$ cat src/rtl/sm_pkg.sv
// Shared types for the sign-magnitude add arbiter: FSM states, operand record, requester count.
package sm_pkg;

   localparam int NUM_REQ = 2;
   localparam int MAG_W   = 4;

   typedef enum logic [1:0] {
      IDLE = 2'd0,
      CALC = 2'd1,
      RESP = 2'd2
   } sm_state_e;

   typedef struct packed {
      logic             sign;
      logic [MAG_W-1:0] mag;
   } sm_operand_t;

endpackage

$ cat src/rtl/sm_add_arbiter_if.sv
// Request/response bundle between operand producers, the arbiter and the result consumer.
interface sm_add_arbiter_if
   import sm_pkg::*;
#(
   parameter int N = MAG_W
);
   logic [NUM_REQ-1:0]   req_valid;
   logic [NUM_REQ-1:0]   req_ready;
   logic [NUM_REQ-1:0]   req_sign_a;
   logic [NUM_REQ-1:0]   req_sign_b;
   logic [NUM_REQ*N-1:0] req_a;
   logic [NUM_REQ*N-1:0] req_b;
   logic                 rsp_valid;
   logic                 rsp_ready;
   logic                 rsp_id;
   logic                 rsp_sign;
   logic [N-1:0]         rsp_mag;
   logic                 rsp_ovf;

   modport master (
      output req_valid, req_sign_a, req_sign_b, req_a, req_b, rsp_ready,
      input  req_ready, rsp_valid, rsp_id, rsp_sign, rsp_mag, rsp_ovf
   );

   modport slave (
      input  req_valid, req_sign_a, req_sign_b, req_a, req_b, rsp_ready,
      output req_ready, rsp_valid, rsp_id, rsp_sign, rsp_mag, rsp_ovf
   );
endinterface

$ cat src/rtl/sm_add_core.sv
// Combinational sign-magnitude adder; zero results are forced to +0.
// SM_ADD_SAT_EN: clamp the magnitude to all ones on same-sign overflow instead of wrapping.
module sm_add_core #(
   parameter int N = 4
) (
   input  logic         sign_a_i,
   input  logic [N-1:0] a_i,
   input  logic         sign_b_i,
   input  logic [N-1:0] b_i,
   output logic         sign_sum_o,
   output logic [N-1:0] mag_sum_o,
   output logic         ovf_o
);

   logic [N:0]   sum_s;
   logic [N-1:0] mag_s;
   logic         sign_s;
   logic         ovf_s;

   // magnitude and sign selection for like/unlike signs
   always_comb begin
      sum_s  = {1'b0, a_i} + {1'b0, b_i};
      mag_s  = {N{1'b0}};
      sign_s = 1'b0;
      ovf_s  = 1'b0;
      if (sign_a_i == sign_b_i) begin
         sign_s = sign_a_i;
         ovf_s  = sum_s[N];
`ifdef SM_ADD_SAT_EN
         if (sum_s[N]) begin
            mag_s = {N{1'b1}};
         end else begin
            mag_s = sum_s[N-1:0];
         end
`else
         mag_s = sum_s[N-1:0];
`endif
      end else if (a_i >= b_i) begin
         mag_s  = a_i - b_i;
         sign_s = sign_a_i;
      end else begin
         mag_s  = b_i - a_i;
         sign_s = sign_b_i;
      end
   end

   // a genuine zero never carries a negative sign; wrapped overflow keeps its sign
   assign sign_sum_o = sign_s & ~((mag_s == {N{1'b0}}) & ~ovf_s);
   assign mag_sum_o  = mag_s;
   assign ovf_o      = ovf_s;

endmodule

$ cat src/rtl/sm_add_arbiter.sv
// Round-robin share of one sign-magnitude adder between two requesters (IDLE/CALC/RESP).
// Optional SM_ADD_SAT_EN (see sm_add_core) saturates overflowing magnitudes.
module sm_add_arbiter
   import sm_pkg::*;
#(
   parameter int N = MAG_W
) (
   input  logic            clk,
   input  logic            rst,
   sm_add_arbiter_if.slave bus
);

   sm_state_e   state_q, state_d;
   logic        prio_q, prio_d;
   logic        id_q, id_d;
   sm_operand_t opa_q, opa_d;
   sm_operand_t opb_q, opb_d;
   logic        rsp_valid_q, rsp_valid_d;
   logic        rsp_id_q, rsp_id_d;
   sm_operand_t rsp_q, rsp_d;
   logic        rsp_ovf_q, rsp_ovf_d;

   logic [1:0]   grant_s;
   logic         gid_s;
   logic         sum_sign_s;
   logic [N-1:0] sum_mag_s;
   logic         sum_ovf_s;

   sm_add_core #(.N(N)) u_core (
      .sign_a_i   (opa_q.sign),
      .a_i        (opa_q.mag),
      .sign_b_i   (opb_q.sign),
      .b_i        (opb_q.mag),
      .sign_sum_o (sum_sign_s),
      .mag_sum_o  (sum_mag_s),
      .ovf_o      (sum_ovf_s)
   );

   // arbitration, next-state and register updates
   always_comb begin
      grant_s     = 2'b00;
      gid_s       = 1'b0;
      state_d     = state_q;
      prio_d      = prio_q;
      id_d        = id_q;
      opa_d       = opa_q;
      opb_d       = opb_q;
      rsp_valid_d = rsp_valid_q;
      rsp_id_d    = rsp_id_q;
      rsp_d       = rsp_q;
      rsp_ovf_d   = rsp_ovf_q;
      case (state_q)
         IDLE: begin
            if (bus.req_valid == 2'b11) begin
               grant_s = prio_q ? 2'b10 : 2'b01;
            end else begin
               grant_s = bus.req_valid;
            end
            gid_s = grant_s[1];
            if (grant_s != 2'b00) begin
               state_d   = CALC;
               id_d      = gid_s;
               prio_d    = ~gid_s;
               opa_d.sign = bus.req_sign_a[gid_s];
               opb_d.sign = bus.req_sign_b[gid_s];
               opa_d.mag  = gid_s ? bus.req_a[2*N-1:N] : bus.req_a[N-1:0];
               opb_d.mag  = gid_s ? bus.req_b[2*N-1:N] : bus.req_b[N-1:0];
            end else begin
               state_d = IDLE;
            end
         end
         CALC: begin
            state_d     = RESP;
            rsp_valid_d = 1'b1;
            rsp_id_d    = id_q;
            rsp_d.sign  = sum_sign_s;
            rsp_d.mag   = sum_mag_s;
            rsp_ovf_d   = sum_ovf_s;
         end
         RESP: begin
            if (bus.rsp_ready) begin
               state_d     = IDLE;
               rsp_valid_d = 1'b0;
            end else begin
               state_d = RESP;
            end
         end
         default: begin
            state_d = IDLE;
         end
      endcase
   end

   // state, operand and response registers
   always_ff @(posedge clk or posedge rst) begin
      if (rst) begin
         state_q     <= IDLE;
         prio_q      <= 1'b0;
         id_q        <= 1'b0;
         opa_q       <= '{sign: 1'b0, mag: {MAG_W{1'b0}}};
         opb_q       <= '{sign: 1'b0, mag: {MAG_W{1'b0}}};
         rsp_valid_q <= 1'b0;
         rsp_id_q    <= 1'b0;
         rsp_q       <= '{sign: 1'b0, mag: {MAG_W{1'b0}}};
         rsp_ovf_q   <= 1'b0;
      end else begin
         state_q     <= state_d;
         prio_q      <= prio_d;
         id_q        <= id_d;
         opa_q       <= opa_d;
         opb_q       <= opb_d;
         rsp_valid_q <= rsp_valid_d;
         rsp_id_q    <= rsp_id_d;
         rsp_q       <= rsp_d;
         rsp_ovf_q   <= rsp_ovf_d;
      end
   end

   assign bus.req_ready = grant_s;
   assign bus.rsp_valid = rsp_valid_q;
   assign bus.rsp_id    = rsp_id_q;
   assign bus.rsp_sign  = rsp_q.sign;
   assign bus.rsp_mag   = rsp_q.mag;
   assign bus.rsp_ovf   = rsp_ovf_q;

endmodule
$ cat src/flat_wrapper.sv
// flat-port wrapper written by rule: the top's interface ports become plain ports
module sm_add_arbiter_flat import sm_pkg::*;
#(
   parameter int N = MAG_W
)
  (clk, rst, bus_req_valid, bus_req_sign_a, bus_req_sign_b, bus_req_a, bus_req_b, bus_rsp_ready, bus_req_ready, bus_rsp_valid, bus_rsp_id, bus_rsp_sign, bus_rsp_mag, bus_rsp_ovf);
  sm_add_arbiter_if #(.N(N)) bus_i ();
  input  logic clk;
  input  logic rst;
  input wire logic [$bits(bus_i.req_valid)-1:0] bus_req_valid;
  input wire logic [$bits(bus_i.req_sign_a)-1:0] bus_req_sign_a;
  input wire logic [$bits(bus_i.req_sign_b)-1:0] bus_req_sign_b;
  input wire logic [$bits(bus_i.req_a)-1:0] bus_req_a;
  input wire logic [$bits(bus_i.req_b)-1:0] bus_req_b;
  input wire logic [$bits(bus_i.rsp_ready)-1:0] bus_rsp_ready;
  output wire logic [$bits(bus_i.req_ready)-1:0] bus_req_ready;
  output wire logic [$bits(bus_i.rsp_valid)-1:0] bus_rsp_valid;
  output wire logic [$bits(bus_i.rsp_id)-1:0] bus_rsp_id;
  output wire logic [$bits(bus_i.rsp_sign)-1:0] bus_rsp_sign;
  output wire logic [$bits(bus_i.rsp_mag)-1:0] bus_rsp_mag;
  output wire logic [$bits(bus_i.rsp_ovf)-1:0] bus_rsp_ovf;
  assign bus_i.req_valid = bus_req_valid;
  assign bus_i.req_sign_a = bus_req_sign_a;
  assign bus_i.req_sign_b = bus_req_sign_b;
  assign bus_i.req_a = bus_req_a;
  assign bus_i.req_b = bus_req_b;
  assign bus_i.rsp_ready = bus_rsp_ready;
  assign bus_req_ready = bus_i.req_ready;
  assign bus_rsp_valid = bus_i.rsp_valid;
  assign bus_rsp_id = bus_i.rsp_id;
  assign bus_rsp_sign = bus_i.rsp_sign;
  assign bus_rsp_mag = bus_i.rsp_mag;
  assign bus_rsp_ovf = bus_i.rsp_ovf;
  sm_add_arbiter #(.N(N)) u_core (.clk(clk), .rst(rst), .bus(bus_i));
endmodule
$ cat config.mk
export PLATFORM = sky130hd
export DESIGN_NAME = sm_add_arbiter_flat
export DESIGN_NICKNAME = d
export VERILOG_FILES = /design/src/rtl/sm_pkg.sv /design/src/rtl/sm_add_arbiter_if.sv /design/src/rtl/sm_add_core.sv /design/src/rtl/sm_add_arbiter.sv /design/src/flat_wrapper.sv
export SDC_FILE = /design/constraint.sdc
export NUM_CORES = 1
export LEC_CHECK = 0
export CAP_MARGIN = 10
export CELL_PAD_IN_SITES_DETAIL_PLACEMENT = 1
export CELL_PAD_IN_SITES_GLOBAL_PLACEMENT = 1
export CORE_ASPECT_RATIO = 1.75
export CORE_UTILIZATION = 33
export DETAILED_ROUTE_END_ITERATION = 12
export PLACE_DENSITY_LB_ADDON = 0.1
export SLEW_MARGIN = 25
export SYNTH_ARGS = -nofsm -noshare
export SYNTH_HDL_FRONTEND = slang
export SYNTH_SLANG_ARGS = --single-unit
export TNS_END_PERCENT = 1
$ cat constraint.sdc
create_clock -name clk -period 2.4 [get_ports clk]
set_input_delay 0.24 -clock clk [delete_from_list [all_inputs] [get_ports clk]]
set_output_delay 0.24 -clock clk [all_outputs]
set_load 0.02 [all_outputs]
Word-level counts from Yosys, hierarchy flattened
Cells that the tools add are included.
{"block": "totals", "word_cells": 53, "output_inout_bits": 10, "input_bits": 25, "regBits": 22}
{"block": "op_classes", "bitwise": 5, "n_eq_ne": 5, "n_lt_le_gt_ge": 2, "n_addsub": 3, "muxes": 20, "reduce_logical": 6}
{"op": "4-bit 2-to-1 mux", "n": 4}
{"op": "2-bit 2-to-1 mux", "n": 5}
{"op": "1-bit 2-to-1 mux", "n": 9}
{"op": "4-bit subtractor", "n": 2}
{"op": "2-bit case mux with 3 select lines", "n": 1}
{"op": "4-bit by 4-bit adder with 5-bit output", "n": 1}
{"op": "2-bit == test, second input constant", "n": 2}
{"op": "4-bit >= comparator", "n": 1}
{"op": "4-bit logical NOT", "n": 1}
{"op": "2-bit AND reduction", "n": 2}
{"op": "2-bit nonzero test", "n": 2}
{"op": "1-bit inverter", "n": 3}
{"op": "1-bit bitwise AND", "n": 2}
{"op": "2-bit by 1-bit == test with 1-bit output, second input constant", "n": 1}
{"op": "2-bit logical NOT", "n": 1}
{"op": "1-bit by 2-bit less-than comparator with 1-bit output, second input constant", "n": 1}
{"op": "2-bit inequality test, second input constant", "n": 1}
{"op": "1-bit case mux with 2 select lines", "n": 1}
{"op": "1-bit == test", "n": 1}

Longest topological paths before layout
Gate-level depths: netlist (run 1).
{"block": "logic_depth", "depth_word": 7, "ltp_mapped": 10, "depth_no_buf": 10}

By module
A second synthesis (run 1) with hierarchy kept.
{"block": "unflattened", "hier_cells": 156, "area_unflattened_um2": 1521.5}
{"mod": "sm_add_arbiter", "n_inst": 1, "area_each_um2": 1051.0, "cells_each": 96}
{"mod": "sm_add_core", "n_inst": 1, "area_each_um2": 470.5, "cells_each": 60}

Least setup slack after synthesis (run 1)
Ideal clock, no wire load.
{"block": "synth_path", "path_type": "reg2reg", "startpoint": "reg u_core.opa_q[0] (netlist bit)", "endpoint": "reg u_core.rsp_q, in the netlist u_core.bus.rsp_mag[3]", "path_stages_with_launch": 11, "synth_period_minus_slack_ns": 2.272, "setup_time_ns": 0.128, "arrival_ns": 2.145, "slack_ns": 0.128, "cell_sequence": "dfrtp_1 -> inv_1 -> ha_1 -> inv_1 -> fa_1 -> a211o_1 -> a21oi_4 -> mux2i_1 -> o21ai_1 -> xor2_1 -> mux2_1"}
{"block": "synth_via", "elab_chain_len": 3}
{"item": "start, declared", "line_no": "sm_add_arbiter.sv:16", "source": "sm_operand_t opa_q, opa_d;"}
{"item": "start signal, assigned", "line_no": "sm_add_arbiter.sv:100", "source": "opa_q <= '{sign: 1'b0, mag: {MAG_W{1'b0}}};"}
{"item": "start signal, assigned", "line_no": "sm_add_arbiter.sv:110", "source": "opa_q <= opa_d;"}
{"item": "4-bit subtractor, or another cell as far along", "line_no": "sm_add_core.sv:42", "source": "mag_s = b_i - a_i;"}
{"item": "4-bit 2-to-1 mux", "line_no": "sm_add_core.sv:38", "source": "end else if (a_i >= b_i) begin"}
{"item": "4-bit 2-to-1 mux *", "line_no": "sm_add_core.sv:26", "source": "if (sign_a_i == sign_b_i) begin"}
{"item": "end signal, assigned", "line_no": "sm_add_arbiter.sv:104", "source": "rsp_q <= '{sign: 1'b0, mag: {MAG_W{1'b0}}};"}
{"item": "end signal, assigned", "line_no": "sm_add_arbiter.sv:114", "source": "rsp_q <= rsp_d;"}
{"item": "end, declared", "line_no": "sm_add_arbiter.sv:20", "source": "sm_operand_t rsp_q, rsp_d;"}
Mark *: on every way between the ends. The rest lies on a longest branch, timed or not.
A chain may end at the register's enable or synchronous reset.

Worst setup path in the final report (run 1)
{"block": "layout_path", "startpoint": "reg u_core.opb_q[0] (netlist bit)", "endpoint": "reg u_core.rsp_q, in the netlist u_core.bus.rsp_mag[3]"}
{"block": "layout_via", "elab_chain_len": 3}
{"item": "start, declared", "line_no": "sm_add_arbiter.sv:17", "source": "sm_operand_t opb_q, opb_d;"}
{"item": "start signal, assigned", "line_no": "sm_add_arbiter.sv:101", "source": "opb_q <= '{sign: 1'b0, mag: {MAG_W{1'b0}}};"}
{"item": "start signal, assigned", "line_no": "sm_add_arbiter.sv:111", "source": "opb_q <= opb_d;"}
{"item": "4-bit subtractor, or another cell as far along", "line_no": "sm_add_core.sv:42"}
{"item": "4-bit 2-to-1 mux", "line_no": "sm_add_core.sv:38"}
{"item": "4-bit 2-to-1 mux *", "line_no": "sm_add_core.sv:26"}
Marked as above.

==> results of run 1 <==
## worst max-delay path by stage
stage / startpoint / to / slack, ns / cells after the start
2_1_floorplan: u_core.opa_q[0] / u_core.bus.rsp_mag[3] / 0.13 / 10
3_3_place_gp: u_core.opa_q[0] / u_core.bus.rsp_mag[3] / 0.11 / 10
3_5_place_dp: u_core.opa_q[0] / u_core.bus.rsp_mag[3] / -0.005 / 10
4_1_cts: u_core.opa_q[0] / u_core.bus.rsp_mag[3] / -0.001 / 10
5_1_grt: u_core.opa_q[0] / u_core.bus.rsp_sign / 0.001 / 11
6_report: u_core.opb_q[0] / u_core.bus.rsp_mag[3] / 0.08 / 9
## sequential cells by signal, summed over array words and instances (netlist names)
signal and cells:
u_core.bus.rsp_ovf 1, u_core.bus.rsp_mag 4, u_core.prio_q 1, u_core.state_q 2
u_core.bus.rsp_id 1, u_core.opa_q 5, u_core.id_q 1, u_core.bus.rsp_sign 1
u_core.bus.rsp_valid 1, u_core.opb_q 5
## layout make-up
| cell class | instances | area (um2) | share of cell area [%] |
|---|---|---|---|
| clock buffer | 3 | 41.29 | 2.143 |
| clock inverter | 1 | 30.03 | 1.558 |
| inverter | 20 | 75.07 | 3.896 |
| multi-input combinational | 89 | 747.0 | 38.77 |
| sequential | 22 | 550.5 | 28.57 |
| tap | 48 | 60.06 | 3.117 |
| timing repair buffer | 45 | 422.9 | 21.95 |
## metal layers
| layer | part of all wire (%) | up-vias | track usage (%) |
|---|---|---|---|
| li1 | - | 547 | - |
| met1 | 36 | 562 | 17.74 |
| met2 | 59 | 24 | 35.03 |
| met3 | 2.2 | 6 | 2.094 |
| met4 | 2.2 | 0 | 7.576 |
| met5 | 0 | - | 0 |
## report_power, final
part / internal, mW / total, mW / switching (mW) / leakage (nW)
Sequential: 0.551 / 0.724 / 0.173 / 0.271
Combinational: 0.883 / 1.82 / 0.938 / 0.624
Clock: 0.223 / 0.345 / 0.122 / 0.0357
Total: 1.66 / 2.89 / 1.23 / 0.930
## timing repair
item                                    in CTS  in global routing
pin swaps                                    5                  2
endpoints found under the setup margin       1                  3
gates resized for setup                      6                  1
endpoints found under the hold margin        0                  0
setup buffers                                2                  0
## worst max-delay path, delay by kind of cell, from the launching register on
| kind | cells | cell delay [ns] |
|---|---|---|
| AO/OA/AOI/OAI | 3 | 0.54 |
| XOR/XNOR | 1 | 0.19 |
| adder cells (fa/ha/maj) | 2 | 0.54 |
| buffers and inverters | 1 | 0.04 |
| flip-flops | 1 | 0.43 |
| multiplexers | 2 | 0.47 |
## metrics by stage
stage                     util, %  setup WS [ns]
final                       49.36        0.08044
after global routing        49.36       0.001048
after CTS                   49.36      -0.001479
after detailed placement    46.67      -0.005121
after global placement      46.67         0.1133
after floorplan                 -         0.1278
## placed cells by master, fill, tap and decap left out, types with 2 or more instances in the layout
| cell | n |
|---|---|
| inv_2 | 2 |
| xor2_1 | 2 |
| a222oi_1 | 3 |
| a21oi_1 | 4 |
| ha_1 | 11 |
| dfrtp_1 | 22 |
| a21o_1 | 2 |
| nand2_1 | 12 |
| nor2_1 | 3 |
| mux2i_1 | 11 |
| inv_1 | 18 |
| o21ai_1 | 2 |
| nand2b_1 | 2 |
| clkbuf_8 | 3 |
| buf_4 | 11 |
| fa_1 | 2 |
| o21ai_0 | 16 |
| xnor2_1 | 2 |
| clkdlybuf4s50_1 | 34 |
## cells by family (layout without fill, tap and decap cells)
| kind of cell | after synthesis | in the layout | share of synthesized area, % |
|---|---|---|---|
| buffers and inverters | 23 | 69 | 6.324 |
| adder cells (fa/ha/maj) | 15 | 15 | 15.40 |
| flip-flops | 22 | 22 | 40.33 |
| AND/OR/NAND/NOR | 19 | 19 | 5.866 |
| multiplexers | 14 | 14 | 10.54 |
| AO/OA/AOI/OAI | 37 | 37 | 18.97 |
| XOR/XNOR | 4 | 4 | 2.567 |
==> run metrics, run 1 <==
Cell Count Post-Placement 222; Setup crit start kind register; Nets 221; worst reg2reg path depth 9; PD cells 1500 nW/um2; status finished, final reports clean; total power draw 2.889 mW; Final Hold Violating Endpoints 0; Max-cap violations 0; crit path time final 2.320 ns; worst-margin pin slew 0.8670 ns; Hold Path Class input port to asynchronous set/reset pin; Mapped Nets 174; final worst path period share 96.65%; maximum fanout along the worst path 3; placed cell area 1822 um2; Post-CTS Hold Fix Bufs 0; vias per inst 4.996; Worst path max stage delay 0.43 ns; Antenna Cells 0; clk slew on worst S/H paths 0.08 ns; vias in the first global route 1319; fmax 431.1 MHz; first-pass GRT wire length 5871 um; Layout fillers 451; synthesized area per cell 10.19 um2; Distinct cells, synth 30; CP arrival 2.48 ns; FP Rows 30; die height 87.08 um; routability cong. 0.8415; FF+latch count, synth 22; Cell Area, Synth 1365 um2; critical path endpoint category register; drt initial violations 13; count leader, synth dfrtp_1; largest net degree at the start of global routing 23; Routed Antenna Nets 0; share of layout cells above drive strength 1 15.00%; initial antenna violation count 0; most area-consuming cells after synthesis dfrtp_1 (40%), ha_1 (11%), mux2i_1 (8.1%); final WL 3437 um; DPL Wire Length 2845 um; Synth Instances 134; Sink Count 22; CTS Buffer Depth 2; Critical-path top delay cell dfrtp_1; Yosys top cell by area dfrtp_1; VDD IR max 720.5 uV; Pins Over Slew Limit 0; Yosys warning count 0; first drt pass iteration count 4; Setup Viol. Count Final 0; Die W 50.62 um; Congestion Overflow GR 0; CTS buffer count 3; Setup Skew 0.006963 ns; DR vias 1139; required time worst endpoint 2.56 ns; Avg WL per Cell 15.07 um; sequential-to-total area share from yosys stat 40.33%; CTS tree done; Initial Util 34.97%; WS Path Type register to register; core area 3904 um2; fin area 1927 um2; RSZ-0062 raised after global routing no; Synth Flop Type dfrtp_1; boundary pin count 35; Post-synth top cells dfrtp_1 (22), inv_1 (20), o21ai_0 (17), ha_1 (12), nand2_1 (12); Total GRT Usage 17.70%; Post-Layout Cell Count 228; ys async rst share 100.0%; Die ar. 4408 um2; Layout area overhead 41.16%; normalized max-slew margin 42.14%; flop-to-flop setup slack 0.08 ns; CTS Root Cell clkbuf_8; DR DRC count 0; CTS H-tree depth 1; EDFF count, synth 0; Reg2Reg Capture Point u_core.bus.rsp_mag[3]; IO Port Bufs 34; P_leak 0.9305 nW; Worst-Skew Late Latency 0.26 ns; RR Startpoint u_core.opb_q[0]; cells along the critical path ha_4 > inv_2 > fa_2 > a211o_1 > a21oi_4 > mux2i_1 > o21ai_1 > xor2_1 > mux2_4; Fin Setup TNS 0 ns; worst hold slack 0.4508 ns; Yosys top cell area share 40.33%
No activity file was read; power rests on OpenSTA's default activity.
==> run 2: changes to the inputs <==
- CORE_UTILIZATION: 33 -> 35
- CTS_BUF_LIST: unset -> sky130_fd_sc_hd__clkbuf_4
==> run metrics, run 2 (synthesized netlist as in run 1, its figures left out) <==
multi-input combinational cell area 730.7 um2 (-2.2%); Post-Layout Cell Count 229 (+0.44%); required time worst endpoint 2.61 ns (+0.05 ns); CTS buffer count 3 (unchanged); P_leak 0.9348 nW (+0.47%); cells along the critical path inv_1 > ha_1 > inv_1 > fa_2 > a211o_1 > a21oi_4 > mux2i_1 > o21ai_1 > xor2_1 > o31a_1; fin area 1916 um2 (-0.58%); clk slew on worst S/H paths 0.13 ns (+0.05 ns); highest routed layer met4; worst-margin pin slew 0.8480 ns (-0.01899 ns); Worst-Skew Late Latency 0.31 ns (+0.05 ns); VDD IR max 886.2 uV (+23%); fmax 429.7 MHz (-0.34%); Die ar. 4164 um2 (-5.5%); WS Path Type register to register; Reg2Reg Capture Point u_core.bus.rsp_sign; final worst path period share 96.98% (+0.33 points); WL met2 1998 um (-2.1%); commonest non-fill, non-tap cell in the layout clkdlybuf4s50_1; Metal-1 WL 1254 um (+1.1%); RR Startpoint u_core.opa_q[0]; Layout area overhead 40.33%; most frequent cells in the layout clkdlybuf4s50_1 (34), dfrtp_1 (22), inv_1 (20), o21ai_0 (16), buf_4 (13); Setup Skew 0.008761 ns (+0.001798 ns); boundary pin count 35 (unchanged); Post-CTS Hold Fix Bufs 0 (unchanged); IO Port Bufs 34 (unchanged); Sw Share 42.89% (+0.22 points); CTS H-tree depth 1 (unchanged); final WL 3411 um (-0.76%); Pins Over Slew Limit 0 (unchanged); Avg WL per Cell 14.90 um (-1.2%); Sink Count 22 (unchanged); Sw Pwr 1.227 mW (-0.49%); core area 3665 um2 (-6.1%); initial antenna violation count 0 (unchanged); share of layout cells above drive strength 1 14.21% (-0.79 points); vias per inst 4.965 (-0.61%); Setup crit start kind register; CTS Buffer Depth 2 (unchanged); Nets 224 (+1.4%); CTS Root Cell clkbuf_4; Routed Antenna Nets 0 (unchanged); CTS tree done; Max-cap violations 0 (unchanged); sequential share of power 24.5% (-0.6 points); DPL Wire Length 2787 um (-2.0%); Critical-path top delay cell dfrtp_1; CP arrival 2.54 ns (+0.06 ns); normalized max-slew margin 43.40% (+1.3 points); Comb pwr share 65.6% (+2.6 points); CP delay by family, top compound AO/OA/AOI/OAI gates; maximum fanout along the worst path 3 (unchanged); Hold Path Class input port to asynchronous set/reset pin; Reg area 550.5 um2 (unchanged); Buf/Inv on CP 2 (+1); Layout fillers 424 (-6.0%); Most Frequent Cell on Critical Path inv_1; Setup Viol. Count Final 0 (unchanged); status finished, final reports clean; PD cells 1493 nW/um2 (-0.43%); drt initial violations 13 (unchanged); Cell Count Post-Placement 219 (-1.4%); first-pass GRT wire length 5802 um (-1.2%); RSZ-0062 raised after global routing yes; flop-to-flop setup slack 0.07 ns (about the same); Antenna Cells 0 (unchanged); cell count along the critical path 10 (+1); Total GRT Usage 18.39% (+0.69 points); worst hold slack 0.3939 ns (-0.05686 ns); Worst path max stage delay 0.40 ns (-0.03 ns); DR vias 1137 (-0.18%); placed cell area 1812 um2 (-0.55%); Congestion Overflow GR 0 (unchanged); worst reg2reg path depth 10 (+1); Die W 49.21 um (-2.8%); largest net degree at the start of global routing 23 (unchanged); critical path endpoint category register; first drt pass iteration count 5 (+1); DR DRC count 0 (unchanged); Pint 1.634 mW (-1.4%); Initial Util 37.25% (+2.3 points); Final Hold Violating Endpoints 0 (unchanged); die height 84.62 um (-2.8%); Met3 Routed Length 74 um (-3.9%); FP Rows 29 (-3.3%); routability cong. 0.8192 (-2.7%); vias in the first global route 1273 (-3.5%); crit path time final 2.327 ns (+0.007865 ns); Clk pwr share 9.9% (-2.0 points)
run 2: cell types whose count changed in the layout (fill, tap and decap cells not counted), moves of 2 or more:
cell / change
clkbuf_8: -3
clkbuf_4: +3
buf_4: +2
inv_2: -2
inv_1: +2
run 2: worst max path at each step:
stage,from,endpoint,slack [ns]
5_1_grt,u_core.opa_q[0],u_core.bus.rsp_sign,-0.05
4_1_cts,u_core.opa_q[0],u_core.bus.rsp_sign,0.01
3_5_place_dp,u_core.opb_q[0],u_core.bus.rsp_sign,-0.03
2_1_floorplan,u_core.opa_q[0],u_core.bus.rsp_mag[3],0.13
6_report,u_core.opa_q[0],u_core.bus.rsp_sign,0.07
3_3_place_gp,u_core.opa_q[0],u_core.bus.rsp_mag[3],0.08
run 2: final cells by class:
cell class | instances | share of cell area (%)
inverters | 20 | 3.919
well taps | 46 | 3.005
clock buffers | 3 | 1.176
repair buffers | 48 | 23.45
multi-input cells | 89 | 38.14
clock inverters | 1 | 1.568
flip-flops and latches | 22 | 28.74
run 2: worst reg2reg max path: cells and delay by family, from the launching register on:
kind / cells / cell delay (ns)
mux: 1 / 0.22
fa+ha+maj: 2 / 0.50
buf+inv: 2 / 0.13
compound gates: 4 / 0.81
flops: 1 / 0.40
xor+xnor: 1 / 0.17
run 2: what timing repair did:
action / 4_1_cts / 5_1_grt
resized for setup: 0 / 3
pin swaps: 1 / 3
gates cloned: 0 / 0
setup buffers: 4 / 2
setup endpoints to repair: 2 / 3
run 2: power groups by stage:
| stage | Combinational, mW | Clock [mW] | Sequential, mW |
|---|---|---|---|
| after global placement | 1.68 | 0 | 0.703 |
| after global routing | 2.09 | 0.309 | 0.733 |
| after CTS | 1.82 | 0.292 | 0.703 |
| after detailed placement | 1.73 | 0 | 0.716 |
| after floorplan | 1.07 | 0 | 0.774 |
| final | 1.88 | 0.283 | 0.702 |
run 2: through the flow:
step	setup WS [ns]	power (mW)	TNS (ns)	util, %
floorplan	0.1278	1.845	0	-
global route	-0.04562	3.128	-0.05216	52.27
global placement	0.07913	2.380	0	49.44
detailed placement	-0.03488	2.448	-0.06781	49.44
CTS	0.01161	2.820	0	51.69
finish	0.07257	2.860	0	52.27
run 2: metal layers:
metal  track usage, %  vias to the layer above
met1            18.54                      545
met2            35.49                       29
met4            8.289                        0
met3            2.717                        8
met5                0                        -
li1                 -                      555
==> run 3: changes to the inputs <==
- CORE_ASPECT_RATIO: 1.75 -> 0.7
==> run metrics, run 3 (synthesized netlist as in run 1, its figures left out) <==
Hold Path Class input port to asynchronous set/reset pin; Sink Count 22 (unchanged); Critical-path top delay cell dfrtp_1; total power draw 2.802 mW (-2.0%); first drt pass iteration count 4 (-1); VDD IR max 555.3 uV (-37%); FP Rows 18 (-38%); drt initial violations 27 (+14); CTS H-tree depth 1 (unchanged); worst hold slack 0.2466 ns (-0.1473 ns); status finished, final reports clean; Post-Layout Cell Count 232 (+1.3%); crit path time final 2.301 ns (-0.02624 ns); die height 54.25 um (-36%); P_leak 0.9161 nW (-2.0%); GR Util met2 31.68% (-3.8 points); CTS Buffer Depth 2 (unchanged); Worst path max stage delay 0.41 ns (about the same); routability cong. 0.7664 (-6.4%); Total GRT Usage 18.37% (about the same); PD cells 1466 nW/um2 (-1.9%); sequential share of power 25.4% (+0.9 points); critical path endpoint category register; boundary pin count 35 (unchanged); largest net degree at the start of global routing 23 (unchanged); Avg WL per Cell 15.09 um (+1.3%); IO Port Bufs 34 (unchanged); placed cell area 1824 um2 (+0.69%); Post-CTS Hold Fix Bufs 0 (unchanged); Initial Util 37.65% (+0.40 points); normalized max-slew margin 67.09% (+24 points); flop-to-flop setup slack 0.1 ns (+0.03 ns); RR Startpoint u_core.opa_q[0]; Setup crit start kind register; Setup Viol. Count Final 0 (unchanged); Sw Pwr 1.266 mW (+3.2%); core area 3626 um2 (-1.1%); CTS Root Cell clkbuf_4; CP arrival 2.51 ns (-0.03 ns); worst-margin pin slew 0.4937 ns (-0.3544 ns); DPL Wire Length 2781 um (-0.20%); Pins Over Slew Limit 0 (unchanged); Max-cap violations 0 (unchanged); Comb pwr share 68.3% (+2.7 points); Die ar. 4158 um2 (-0.14%); vias per inst 4.823 (-2.9%); Worst-Skew Late Latency 0.31 ns (about the same); initial antenna violation count 0 (unchanged); CTS tree done; gr busiest metal met2; Die W 76.65 um (+56%); share of layout cells above drive strength 1 15.38% (+1.2 points); DR DRC count 0 (unchanged); Reg2Reg Capture Point u_core.bus.rsp_sign; DR vias 1119 (-1.6%); cells along the critical path inv_2 > ha_4 > inv_2 > fa_2 > a211o_1 > a21oi_4 > buf_6 > mux2i_1 > mux2i_1 > nand4_1 > o31a_1; Sw Share 45.20% (+2.3 points); fmax 434.6 MHz (+1.1%); most frequent cells in the layout clkdlybuf4s50_1 (34), dfrtp_1 (22), inv_1 (18), o21ai_0 (16); Congestion Overflow GR 0 (unchanged); required time worst endpoint 2.61 ns (about the same); worst reg2reg path depth 11 (+1); Antenna Cells 0 (unchanged); commonest non-fill, non-tap cell in the layout clkdlybuf4s50_1; Clk pwr share 6.3% (-3.6 points); Setup Skew 0.003532 ns (-0.005229 ns); RSZ-0062 raised after global routing yes; maximum fanout along the worst path 3 (unchanged); Layout area overhead 40.05%; final WL 3502 um (+2.7%); CTS buffer count 3 (unchanged); final worst path period share 95.88% (-1.1 points); Routed Antenna Nets 0 (unchanged); fin area 1912 um2 (-0.20%); M1 GR Usage 24.51% (+6.0 points); Cell Count Post-Placement 224 (+2.3%); Nets 223 (-0.45%); WS Path Type register to register; vias in the first global route 1174 (-7.8%); first-pass GRT wire length 5802 um (unchanged); Final Hold Violating Endpoints 0 (unchanged); GR Util met3 4.333% (+1.6 points); Pint 1.536 mW (-6.0%); clk slew on worst S/H paths 0.13 ns (about the same)
## run 3: layout make-up
class / instances / area (um2)
Clock buffer: 3 / 22.52
Clock inverter: 1 / 3.754
Fill cell: 403 / 1714
Inverter: 20 / 75.07
Multi-Input combinational cell: 89 / 755.7
Sequential cell: 22 / 550.5
Tap cell: 50 / 62.56
Timing Repair Buffer: 47 / 441.7
## run 3: power by group through the flow
stage	clock [mW]	combinational (mW)	sequential (mW)
2_1_floorplan	0	1.07	0.774
3_3_place_gp	0	1.67	0.713
3_5_place_dp	0	1.73	0.727
4_1_cts	0.185	1.83	0.709
5_1_grt	0.195	2.11	0.740
6_report	0.177	1.91	0.713
## run 3: layer usage
metal | vias to the layer above | share of wire [%]
met5 | - | 0
met4 | 0 | 0.37
met3 | 2 | 4.3
met2 | 24 | 48
met1 | 543 | 47
li1 | 550 | -
## run 3: through the flow
step | setup slack, ns | TNS [ns] | utilization, %
finish | 0.09881 | 0 | 52.73
global route | -0.01767 | -0.01767 | 52.73
CTS | 0.001529 | 0 | 51.90
detailed placement | -0.06436 | -0.06904 | 50.31
global placement | 0.09168 | 0 | 50.31
floorplan | 0.1278 | 0 | -
## run 3: worst max path at each step
stage                    start               endpoint  slack (ns)  cells past startpoint
2_1_floorplan  u_core.opa_q[0]  u_core.bus.rsp_mag[3]        0.13                     10
3_3_place_gp   u_core.opa_q[0]  u_core.bus.rsp_mag[3]        0.09                     10
3_5_place_dp   u_core.opa_q[0]    u_core.bus.rsp_sign       -0.06                     11
4_1_cts        u_core.opa_q[0]    u_core.bus.rsp_sign       0.002                     11
5_1_grt        u_core.opa_q[0]    u_core.bus.rsp_sign       -0.02                     11
6_report       u_core.opa_q[0]    u_core.bus.rsp_sign         0.1                     11
## run 3: worst max-delay path, delay by kind of cell (launching register included)
kind	cells	cell delay, ns
buffers and inverters	3	0.24
AO/OA/AOI/OAI	3	0.69
AND/OR/NAND/NOR	1	0.13
multiplexers	2	0.29
flip-flops	1	0.41
adder cells (fa/ha/maj)	2	0.47
## run 3: what timing repair did
item | CTS | global route
setup buffers | 3 | 1
cloned | 0 | 0
resized for setup | 3 | 4
setup endpoints to repair | 2 | 3
pin swaps | 3 | 3
